--- config.mk ---
export PLATFORM = sky130hd
export DESIGN_NAME = seq_array_multiplier
export DESIGN_NICKNAME = d
export VERILOG_FILES = /design/src/rtl/mul_pkg.sv /design/src/rtl/mul_shift_add_step.sv /design/src/rtl/seq_array_multiplier.sv
export SDC_FILE = /design/constraint.sdc
export NUM_CORES = 1
export LEC_CHECK = 0
export BUFFER_PORTS_ARGS = -buffer_cell sky130_fd_sc_hd__buf_2
export CAP_MARGIN = 20
export CELL_PAD_IN_SITES_DETAIL_PLACEMENT = 2
export CELL_PAD_IN_SITES_GLOBAL_PLACEMENT = 2
export CORE_UTILIZATION = 33
export CTS_BUF_LIST = sky130_fd_sc_hd__clkbuf_16
export CTS_CLUSTER_SIZE = 16
export DETAILED_ROUTE_END_ITERATION = 7
export PLACE_DENSITY = 0.76
export SYNTH_ARGS = -nofsm -noshare
export SYNTH_HDL_FRONTEND = slang
export SYNTH_SLANG_ARGS = --single-unit
--- constraint.sdc ---
create_clock -name clk -period 1.9 [get_ports clk]
set_input_delay 0 -clock clk [delete_from_list [all_inputs] [get_ports clk]]
set_output_delay 0 -clock clk [all_outputs]
set_load 0.02 [all_outputs]
--- src/rtl/mul_pkg.sv ---
// mul_pkg: shared FSM state type, default width and counter-width helper for the sequential multiplier.
package mul_pkg;
  typedef enum logic [1:0] {IDLE, RUN, DONE} state_t;
  localparam int DEFAULT_WIDTH = 8;
  function automatic int cnt_w(input int w);
    return $clog2(w) + 1;
  endfunction
endpackage

--- src/rtl/mul_shift_add_step.sv ---
// mul_shift_add_step: one combinational shift-add iteration over {carry, acc, mplier}.
module mul_shift_add_step #(
  parameter int WIDTH = 8
) (
  input  logic [WIDTH-1:0] acc,
  input  logic [WIDTH-1:0] mplier,
  input  logic [WIDTH-1:0] mcand,
  output logic [WIDTH-1:0] acc_nx,
  output logic [WIDTH-1:0] mplier_nx
);
  logic [WIDTH:0] sum;
  assign sum       = {1'b0, acc} + {1'b0, mplier[0] ? mcand : '0};
  assign acc_nx    = sum[WIDTH:1];
  assign mplier_nx = {sum[0], mplier[WIDTH-1:1]};
endmodule

--- src/rtl/seq_array_multiplier.sv ---
// seq_array_multiplier: valid/ready shift-add multiplier, WIDTH iterations per product.
// Define MUL_SIGNED_EN to add the is_signed port and two's-complement operand support.
module seq_array_multiplier
  import mul_pkg::*;
#(
  parameter int WIDTH = DEFAULT_WIDTH
) (
  input  logic               clk,
  input  logic               rst,
  input  logic               in_valid,
  output logic               in_ready,
  input  logic [WIDTH-1:0]   a,
  input  logic [WIDTH-1:0]   b,
`ifdef MUL_SIGNED_EN
  input  logic               is_signed,
`endif
  output logic               out_valid,
  input  logic               out_ready,
  output logic [2*WIDTH-1:0] product,
  output logic               busy
);
  localparam int CNT_W = cnt_w(WIDTH);
  state_t state, state_nx;
  logic [WIDTH-1:0] acc, mplier, mcand, acc_nx, mplier_nx, a_mag, b_mag;
  logic [CNT_W-1:0] cnt;
  logic [2*WIDTH-1:0] full, result;
  logic accept, last;
  assign in_ready  = state == IDLE;
  assign out_valid = state == DONE;
  assign busy      = state != IDLE;
  assign accept    = in_valid && in_ready;
  assign last      = state == RUN && cnt == CNT_W'(WIDTH - 1);
  assign full      = {acc_nx, mplier_nx};
`ifdef MUL_SIGNED_EN
  // Iterate on magnitudes; the sign is reapplied once when the product is loaded.
  logic neg;
  assign a_mag  = (is_signed && a[WIDTH-1]) ? -a : a;
  assign b_mag  = (is_signed && b[WIDTH-1]) ? -b : b;
  assign result = neg ? -full : full;
  always_ff @(posedge clk or posedge rst)
    if (rst) neg <= 1'b0;
    else if (accept) neg <= is_signed && (a[WIDTH-1] ^ b[WIDTH-1]);
`else
  assign a_mag  = a;
  assign b_mag  = b;
  assign result = full;
`endif
  mul_shift_add_step #(.WIDTH(WIDTH)) u_step (
    .acc(acc), .mplier(mplier), .mcand(mcand), .acc_nx(acc_nx), .mplier_nx(mplier_nx)
  );
  always_ff @(posedge clk or posedge rst)
    if (rst) state <= IDLE;
    else state <= state_nx;
  always_comb begin
    state_nx = state;
    if (state == IDLE) state_nx = accept ? RUN : IDLE;
    if (state == RUN) state_nx = last ? DONE : RUN;
    if (state == DONE) state_nx = out_ready ? IDLE : DONE;
  end
  always_ff @(posedge clk or posedge rst)
    if (rst) begin
      acc     <= '0;
      mplier  <= '0;
      mcand   <= '0;
      cnt     <= '0;
      product <= '0;
    end else if (accept) begin
      mcand  <= a_mag;
      mplier <= b_mag;
      acc    <= '0;
      cnt    <= '0;
    end else if (state == RUN) begin
      acc    <= acc_nx;
      mplier <= mplier_nx;
      cnt    <= cnt + 1'b1;
      if (last) product <= result;
    end
endmodule

==> out/metrics.yaml, run 1 <==
synthesis:
  ys_seq_elements: 46
  yosysTopAreaCell: "dfrtp_1"
  yosysMostFrequentCell: "dfrtp_1"
  synth_common_cells: "46 x dfrtp_1, 14 x o21ai_0, 13 x a21oi_1"
  seq_area_frac_synth_pct: 49.4
  netlist_area_mm2: 0.00233
  yosys.area.top_type_share_pct: 49.4
  synth_cells: 194
  syn-num-nets: 224
  yosys_most_used_dff: "dfrtp_1"
  ys_top_cells_by_area: "dfrtp_1 49%, mux2_4 6.4%, ha_1 4.8%"
  synth_edf_count: 0
  avgSynthCellArea_um2: 12.0
  yosysWarnings: 0
  synthArstFlopShare_pct: 100
  yosys.cell_types.count: 43
final_layout:
  nets: 296
  drive_above_1_share_pct: 47.9
  antenna_cells: 0
  fillers: 674
  multiInputGateArea_mm2: 0.00127
  stdcell_count: 363
  area_delta_synth_final_pct: 38.6
  final-seq-area_mm2: 0.00115
  final_util_pct: 47.5
  design_area_mm2: 0.00323
power:
  seq_power_share_pct: 32.9
  switchingPower_uw: 2140
  ir_worst_vdd_mv: 0.565
  internal_power_uw: 3270
  swShare_pct: 39.6
  combPwrFrac_pct: 48.4
  clkPwrFrac_pct: 18.6
  power_density_mw_per_mm2: 1680
  p_leak_uw: 0.00149
route:
  wire_per_inst_um: 22.6
  antenna_left: 0
  drc_errors: 0
  viasPerCell: 5.19
  routed_wl_mm: 8.20
  vias: 1883
  firstDrtPassIters: 4
  dr.first_iter.drc_count: 68
timing:
  fin_skew_ns: 0.0128
  worstMarginPinSlew_ns: 1.15
  period_share_pct: 113
  slew_headroom_pct: 23.0
  hold_viol: 0
  setup_violations: 12
  rsz0062_at_grt: "yes"
  fmax_mhz: 466
  min_period_ns: 2.15
  fin_ws_ns: -0.247
  final-max-slew-violation-count: 0
placed_design:
  finalWeightedCongestion: 0.792
  port_buffers: 38
  dpl.hpwl_mm: 4.39
  place_inst: 338
  placed_area_mm2: 0.00272
run:
  cap_viol_max_count: 0
worst_setup_path:
  critical_path_required_ns: 2.06
  crit_fanout: 4
  critPathKind: "flop to flop"
  critPathCaptureType: "flop"
  start_kind: "flop"
  cp_data_arrival_time_ns: 2.31
floorplanning:
  rows: 30
  die_h_um: 86
  die_area_mm2: 0.00740
  die_x_um: 86
  num_io_pins: 39
  core_mm2: 0.00679
  initial_utilization_pct: 34.3
worst_hold_path:
  hp-class: "primary input to flop"
clocking:
  cts.path.max_buffers: 2
  root_buffer: "clkbuf_16"
  numCtsBuffers: 5
  cts.sinks: 46
  cts_tree: "done"
  worstSkewPairLatency_ns: 0.29
  h-tree-depth: 2
  clk_pin_slew_ns: 0.07
grt:
  grt_max_degree: 20
  grt_pass1_vias: 2065
  antenna_found_initial: 0
  grt_pass1_wl_mm: 12.4
  gr-total-overflow: 0
  grt_usage_pct: 22.8
outcome:
  violations: "negative setup slack"
  status: "complete, but fails checks"
==> power groups by stage <==
stage | clock [µW] | sequential, µW | combinational [µW]
final | 1010 | 1780 | 2620
after floorplan | 0 | 1810 | 1310
after CTS | 1020 | 1750 | 2350
after detailed placement | 0 | 1740 | 2120
after global placement | 0 | 1720 | 2020
after global routing | 1060 | 1830 | 2810
==> through the flow <==
stage | setup WS (ns) | TNS, ns | total power, µW | hold WS (ns)
floorplan | -0.0995 | -0.236 | 3130 | 0.152
global placement | -0.155 | -0.846 | 3740 | -0.000820
detailed placement | -0.204 | -1.31 | 3860 | 0.00295
CTS | -0.156 | -1.23 | 5110 | 0.00569
global route | -0.303 | -2.65 | 5700 | 0.0375
finish | -0.247 | -2.09 | 5410 | 0.00760
==> sequential cells by signal (all words and copies together) (netlist names) <==
register and flops:
mplier 8, cnt 4, product 16, mcand 8, state 2, acc 8
==> cell families after synthesis <==
kind of cell             share of synthesized area [%]
flip-flops                                        49.4
AO/OA/AOI/OAI                                     16.7
AND/OR/NAND/NOR                                   10.8
multiplexers                                      12.1
adder cells (fa/ha/maj)                           5.70
XOR/XNOR                                          1.50
buffers and inverters                             3.71
==> critical path, stage by stage, from the launching register on <==
cell and delay, ns:
dfrtp_2 0.43, and2_4 0.17, ha_4 0.15, fa_2 0.37
a21o_1 0.22, a221oi_4 0.28, buf_4 0.17, o21ba_4 0.16
o31ai_2 0.07
==> repair_timing <==
item	4_1_cts	5_1_grt
pin swaps	3	2
endpoints found under the setup margin	11	13
buffers inserted	5	3
resized for setup	20	14
hold buffers	9	0
endpoints found under the hold margin	23	0
==> cell usage in the layout (no fill, tap or decap), types with 2 or more instances in the layout <==
master	count
a21o_1	2
a21oi_1	9
a21oi_2	3
a21oi_4	2
a22o_1	5
a22oi_1	9
a31o_2	2
a32o_1	2
and2_1	6
and2_4	3
buf_2	38
buf_4	26
buf_6	2
clkbuf_16	5
dfrtp_1	45
dlygate4sd3_1	9
ha_1	3
ha_4	6
inv_1	4
mux2_1	2
mux2_2	8
mux2_4	10
mux2i_1	2
nand2_1	4
nand2_2	2
nand2b_1	2
nor2_1	4
nor2b_1	12
o21ai_0	11
o21ai_1	3
or3_4	2
xnor2_2	2
==> final cells by class <==
type                            count  share of cell area (%)
Inverter                            4                   0.465
Clock inverter                      3                    1.28
Timing Repair Buffer               75                    15.4
Multi-Input combinational cell    134                    39.5
Sequential cell                    46                    35.7
Clock buffer                        5                    3.88
Tap cell                           96                    3.72
==> path summary, 6_finish.rpt <==
kind	from	to	slack, ns	depth (start not counted)
hold reg to reg	product[1]	product[1]	0.48	1
setup / recovery	mplier[0]	acc[7]	-0.25	8
setup reg to reg	mplier[0]	acc[7]	-0.25	8
hold / removal	b[5]	mplier[5]	0.008	3
min in group asynchronous	rst	cnt[1]	0.23	3
max in group asynchronous	rst	mplier[0]	1.09	4
==> layer usage <==
metal  global-route usage [%]  vias up  part of all wire (%)
li1                         -      842                     -
met1                     30.9      990                    44
met2                     38.3       41                    52
met3                     3.27       10                   2.5
met4                     5.61        0                   2.0
met5                        0        -                     0
Power figures use the tool's default switching activity.
==> run 2: changes to the inputs <==
Settings changed: CORE_MARGIN set to 5.
==> run 2 against run 1 <==
Effect of this change: power rose by 3.7%; maximum frequency rose by 1.5%; clock skew fell by 0.0056 ns; worst hold slack improved by 0.034 ns; clock power barely moved; non-clock buffer count rose by 3; the flow still finishes with violations (negative setup slack); combinational power rose by 5%.
==> out/metrics.yaml, run 2 (same netlist as run 1, synthesis figures left out) <==
outcome:
  status: "complete, but fails checks"
  violations: "negative setup slack"
clocking:
  h-tree-depth: 2  # unchanged
  cts.path.max_buffers: 2  # unchanged
  numCtsBuffers: 5  # unchanged
  worstSkewPairLatency_ns: 0.30  # about the same
  cts_tree: "done"
  cts.sinks: 46  # unchanged
  clk_pin_slew_ns: 0.07  # about the same
  root_buffer: "clkbuf_16"
timing:
  period_share_pct: 111  # -1.7 points
  rsz0062_at_grt: "yes"
  fin_ws_ns: -0.215  # +0.0318 ns
  fmax_mhz: 473  # +1.5%
  fin_skew_ns: 0.00719  # -0.00564 ns
  final-max-slew-violation-count: 0  # unchanged
  hold_viol: 0  # unchanged
  fin_tns_setup_ns: -1.26  # +0.834 ns
  setup_violations: 10  # -2
  slew_headroom_pct: 68.8  # +46 points
  worstMarginPinSlew_ns: 0.468  # -0.685 ns
  min_period_ns: 2.12  # -0.0318 ns
worst_setup_path:
  crit_fanout: 5  # +1
  r2r-end: "acc[7]"
  reg2reg_depth: 8  # unchanged
  critical_path_required_ns: 2.07  # about the same
  cp_data_arrival_time_ns: 2.29  # -0.02 ns
  critPathCaptureType: "flop"
  critPathKind: "flop to flop"
  start_kind: "flop"
  rr_startpoint: "mplier[0]"
  worst-r2r-setup-slack_ns: -0.22  # +0.03 ns
route:
  wire_per_inst_um: 23.7  # +5.1%
  viasPerCell: 5.18  # about the same
  dr.first_iter.drc_count: 66  # -2.9%
  routed_wl_mm: 8.71  # +6.2%
  firstDrtPassIters: 4  # unchanged
  vias: 1902  # +1.0%
  antenna_left: 0  # unchanged
  drc_errors: 0  # unchanged
placed_design:
  dpl.hpwl_mm: 4.56  # +4.0%
  finalWeightedCongestion: 0.830  # +4.9%
  placed_area_mm2: 0.00272  # unchanged
  port_buffers: 38  # unchanged
grt:
  grt_usage_pct: 20.1  # -2.7 points
  antenna_found_initial: 0  # unchanged
  gr-total-overflow: 0  # unchanged
  grt_pass1_wl_mm: 13.0  # +4.7%
  grt_max_degree: 23  # +15%
  grt_pass1_vias: 2189  # +6.0%
floorplanning:
  rows: 30  # unchanged
  die_x_um: 94  # +9.3%
  initial_utilization_pct: 34.1  # -0.19 points
  num_io_pins: 39  # unchanged
  die_area_mm2: 0.00884  # +19%
  core_mm2: 0.00683  # +0.55%
  die_h_um: 94  # +9.3%
worst_hold_path:
  hp-class: "primary input to flop"
  hp-start: "b[4]"
  worstHoldPathCells: 3  # unchanged
  hold_end: "mplier[4]"
power:
  power_density_mw_per_mm2: 1690  # +0.81%
  ir_worst_vdd_mv: 0.667  # +18%
  p_leak_uw: 0.00154  # +3.0%
final_layout:
  fillers: 694  # +3.0%
  drive_above_1_share_pct: 50.9  # +3.0 points
  final-seq-area_mm2: 0.00115  # unchanged
  antenna_cells: 0  # unchanged
  area_delta_synth_final_pct: 42.5
  nets: 300  # +1.4%
  final_util_pct: 48.6  # +1.1 points
  final_common_cell: "dfrtp_1"
  design_area_mm2: 0.00332  # +2.8%
  regMostFlops: "product"
  largest_register_ffs: 16  # unchanged
  multiInputGateArea_mm2: 0.00133  # +4.6%
  layout_common_cells: "45 x dfrtp_1, 38 x buf_2, 26 x buf_4"
run:
  cap_viol_max_count: 0  # unchanged
run 2: how the worst max path moves through the flow:
| stage | from | endpoint | slack (ns) | depth (start not counted) |
|---|---|---|---|---|
| after floorplan | mplier[0] | product[13] | -0.1 | 7 |
| after global placement | mplier[0] | product[13] | -0.15 | 7 |
| after detailed placement | mplier[0] | product[13] | -0.23 | 7 |
| after CTS | mplier[0] | product[13] | -0.22 | 7 |
| after global routing | mplier[0] | acc[7] | -0.27 | 8 |
| final | mplier[0] | acc[7] | -0.22 | 8 |
run 2: final cells by class:
class,count,area share (%)
Multi-Input combinational cell,135,40.2
Sequential cell,46,34.7
Timing Repair Buffer,78,15.9
Clock buffer,5,3.77
Tap cell,96,3.62
Clock inverter,3,1.32
Inverter,4,0.452
run 2: per-stage QoR:
step / std cells / worst slack [ns] / hold slack, ns / power [µW]
final: 367 / -0.215 / 0.0415 / 5610
after global routing: 367 / -0.271 / 0.0579 / 5880
after CTS: 365 / -0.220 / 0.00326 / 5250
after detailed placement: 338 / -0.232 / -0.00620 / 3880
after global placement: 338 / -0.151 / -0.0116 / 3740
after floorplan: 194 / -0.0995 / 0.152 / 3130
run 2: critical path, cell delays in order, from the launching register on:
cell      delay (ns)
dfrtp_2         0.44
and2_4          0.16
ha_4            0.16
fa_2            0.33
a21o_1          0.21
a221oi_4        0.31
buf_4           0.18
o21ba_4         0.15
o31ai_2         0.05
run 2: report_power, final:
| part | internal (µW) | leakage, µW | switching (µW) |
|---|---|---|---|
| Combinational | 1340 | 0.000871 | 1420 |
| Clock | 624 | 0.0000842 | 409 |
| Sequential | 1400 | 0.000584 | 414 |
| Total | 3370 | 0.00154 | 2240 |
run 2: what timing repair did:
action                                  4_1_cts  5_1_grt
gates cloned                                  0        1
endpoints found under the setup margin       10       23
pin swaps                                    10       12
buffers inserted                              7        1
gates resized for setup                      32       16
endpoints found under the hold margin        25        0
hold buffers                                 12        0
run 2: metal layers:
layer | vias up | global-route usage [%] | wire (µm)
li1 | 854 | - | -
met1 | 996 | 24.5 | 3710
met2 | 39 | 34.1 | 4510
met3 | 13 | 3.85 | 254
met4 | 0 | 9.39 | 231
met5 | - | 0 | 0
==> run 3: changes to the inputs <==
Settings changed: RECOVER_POWER set to 25.
==> run 3 against run 2 <==
Effect of this change: the flow still finishes with violations (negative setup slack); critical path depth is the same; setup slack is the same; utilization shrank 0.055 points; first-iteration DRC count is the same; via count is the same; sequential share of layout area is essentially flat; count of clock-buffer cells in the layout is the same; sequential power is essentially flat; worst hold slack is the same; critical path type unchanged.
==> out/metrics.yaml, run 3 (same netlist as run 1, synthesis figures left out) <==
clocking:
  worstSkewPairLatency_ns: 0.30  # about the same
  cts_tree: "done"
  root_buffer: "clkbuf_16"
  numCtsBuffers: 5  # unchanged
  cts.path.max_buffers: 2  # unchanged
  h-tree-depth: 2  # unchanged
  clk_pin_slew_ns: 0.07  # about the same
  cts.sinks: 46  # unchanged
timing:
  fmax_mhz: 473  # unchanged
  slew_headroom_pct: 42.3  # -26 points
  hold_viol: 0  # unchanged
  worstMarginPinSlew_ns: 0.866  # +0.398 ns
  setup_violations: 10  # unchanged
  fin_ws_ns: -0.215  # unchanged
  final-max-slew-violation-count: 0  # unchanged
  min_period_ns: 2.12  # unchanged
  period_share_pct: 111  # unchanged
  rsz0062_at_grt: "yes"
  fin_skew_ns: 0.00719  # unchanged
route:
  viasPerCell: 5.18  # unchanged
  vias: 1902  # unchanged
  routed_wl_mm: 8.71  # about the same
  antenna_left: 0  # unchanged
  dr.first_iter.drc_count: 66  # unchanged
  drc_errors: 0  # unchanged
  firstDrtPassIters: 4  # unchanged
  wire_per_inst_um: 23.7  # about the same
floorplanning:
  die_area_mm2: 0.00884  # unchanged
  core_mm2: 0.00683  # unchanged
  num_io_pins: 39  # unchanged
  initial_utilization_pct: 34.1  # unchanged
  rows: 30  # unchanged
  die_x_um: 94  # unchanged
  die_h_um: 94  # unchanged
worst_hold_path:
  hp-start: "b[4]"
  hp-class: "primary input to flop"
  worstHoldPathCells: 3  # unchanged
  hold_end: "mplier[4]"
placed_design:
  placed_area_mm2: 0.00272  # unchanged
  port_buffers: 38  # unchanged
  finalWeightedCongestion: 0.830  # unchanged
  dpl.hpwl_mm: 4.56  # unchanged
grt:
  grt_usage_pct: 20.1  # unchanged
  grt_pass1_vias: 2189  # unchanged
  grt_pass1_wl_mm: 13.0  # unchanged
  grt_max_degree: 23  # unchanged
  antenna_found_initial: 0  # unchanged
  gr-total-overflow: 0  # unchanged
final_layout:
  largest_register_ffs: 16  # unchanged
  fillers: 696  # +0.29%
  area_delta_synth_final_pct: 42.3
  regMostFlops: "product"
  final_common_cell: "dfrtp_1"
  design_area_mm2: 0.00331  # -0.11%
  antenna_cells: 0  # unchanged
  layout_common_cells: "45 x dfrtp_1, 38 x buf_2, 25 x buf_4"
  drive_above_1_share_pct: 50.2  # -0.74 points
  nets: 300  # unchanged
worst_setup_path:
  worst-r2r-setup-slack_ns: -0.22  # about the same
  rr_startpoint: "mplier[0]"
  critPathLaunch: "mplier[0]"
  critPathCaptureType: "flop"
  critPathKind: "flop to flop"
  cp_data_arrival_time_ns: 2.29  # about the same
  critical_path_required_ns: 2.07  # about the same
  crit_fanout: 5  # unchanged
  start_kind: "flop"
  reg2reg_depth: 8  # unchanged
  r2r-end: "acc[7]"
outcome:
  status: "complete, but fails checks"
  violations: "negative setup slack"
power:
  p_leak_uw: 0.00154  # -0.17%
  ir_worst_vdd_mv: 0.667  # about the same
  power_density_mw_per_mm2: 1690  # about the same
  p_total_uw: 5610  # about the same
run:
  cap_viol_max_count: 0  # unchanged
[run 3: cell types whose count changed in the layout (fill, tap and decap cells not counted), sizes merged]
cell / delta
buf: -1
clkbuf: +1
[run 3: worst max path at each step]
stage	to	cells past startpoint
floorplan	product[13]	7
global placement	product[13]	7
detailed placement	product[13]	7
CTS	product[13]	7
global route	acc[7]	8
finish	acc[7]	8
[run 3: what timing repair did]
action,4_1_cts,5_1_grt
gates cloned,0,1
hold buffers,12,0
setup endpoints to repair,10,23
hold endpoints to repair,25,0
resized for setup,32,16
pin swaps,10,12
buffers inserted,7,1
[run 3: layer usage]
layer	part of all wire (%)	up-vias	track usage (%)
met4	2.7	0	9.39
li1	-	854	-
met1	43	996	24.5
met2	52	39	34.1
met3	2.9	13	3.85
met5	0	-	0
[run 3: power by group]
group | leakage, µW | total [µW] | internal [µW] | switching (µW)
Clock | 0.0000842 | 1030 | 624 | 409
Sequential | 0.000584 | 1820 | 1400 | 414
Combinational | 0.000868 | 2760 | 1340 | 1420
Total | 0.00154 | 5610 | 3370 | 2240
[run 3: worst max-delay path: stages, from the launching register on]
cell      delay, ns
dfrtp_2        0.44
and2_4         0.16
ha_4           0.16
fa_2           0.33
a21o_1         0.21
a221oi_4       0.31
buf_4          0.18
o21ba_4        0.15
o31ai_2        0.05
[run 3: area by class of cell]
cell class / count / area, µm² / area share [%]
multi-input combinational: 135 / 1330 / 40.2
inverter: 4 / 15.0 / 0.453
clock inverter: 3 / 43.8 / 1.32
tap: 96 / 120 / 3.62
sequential: 46 / 1150 / 34.8
timing repair buffer: 78 / 524 / 15.8
clock buffer: 5 / 125 / 3.78
[run 3: stage by stage]
stage	setup WS, ns	TNS [ns]	hold WS, ns	instances	util (%)
after global routing	-0.271	-1.73	0.0579	367	48.5
after CTS	-0.220	-1.17	0.00326	365	47.1
final	-0.215	-1.26	0.0415	367	48.5
after floorplan	-0.0995	-0.236	0.152	194	-
after global placement	-0.151	-0.784	-0.0116	338	39.9
after detailed placement	-0.232	-1.40	-0.00620	338	39.9
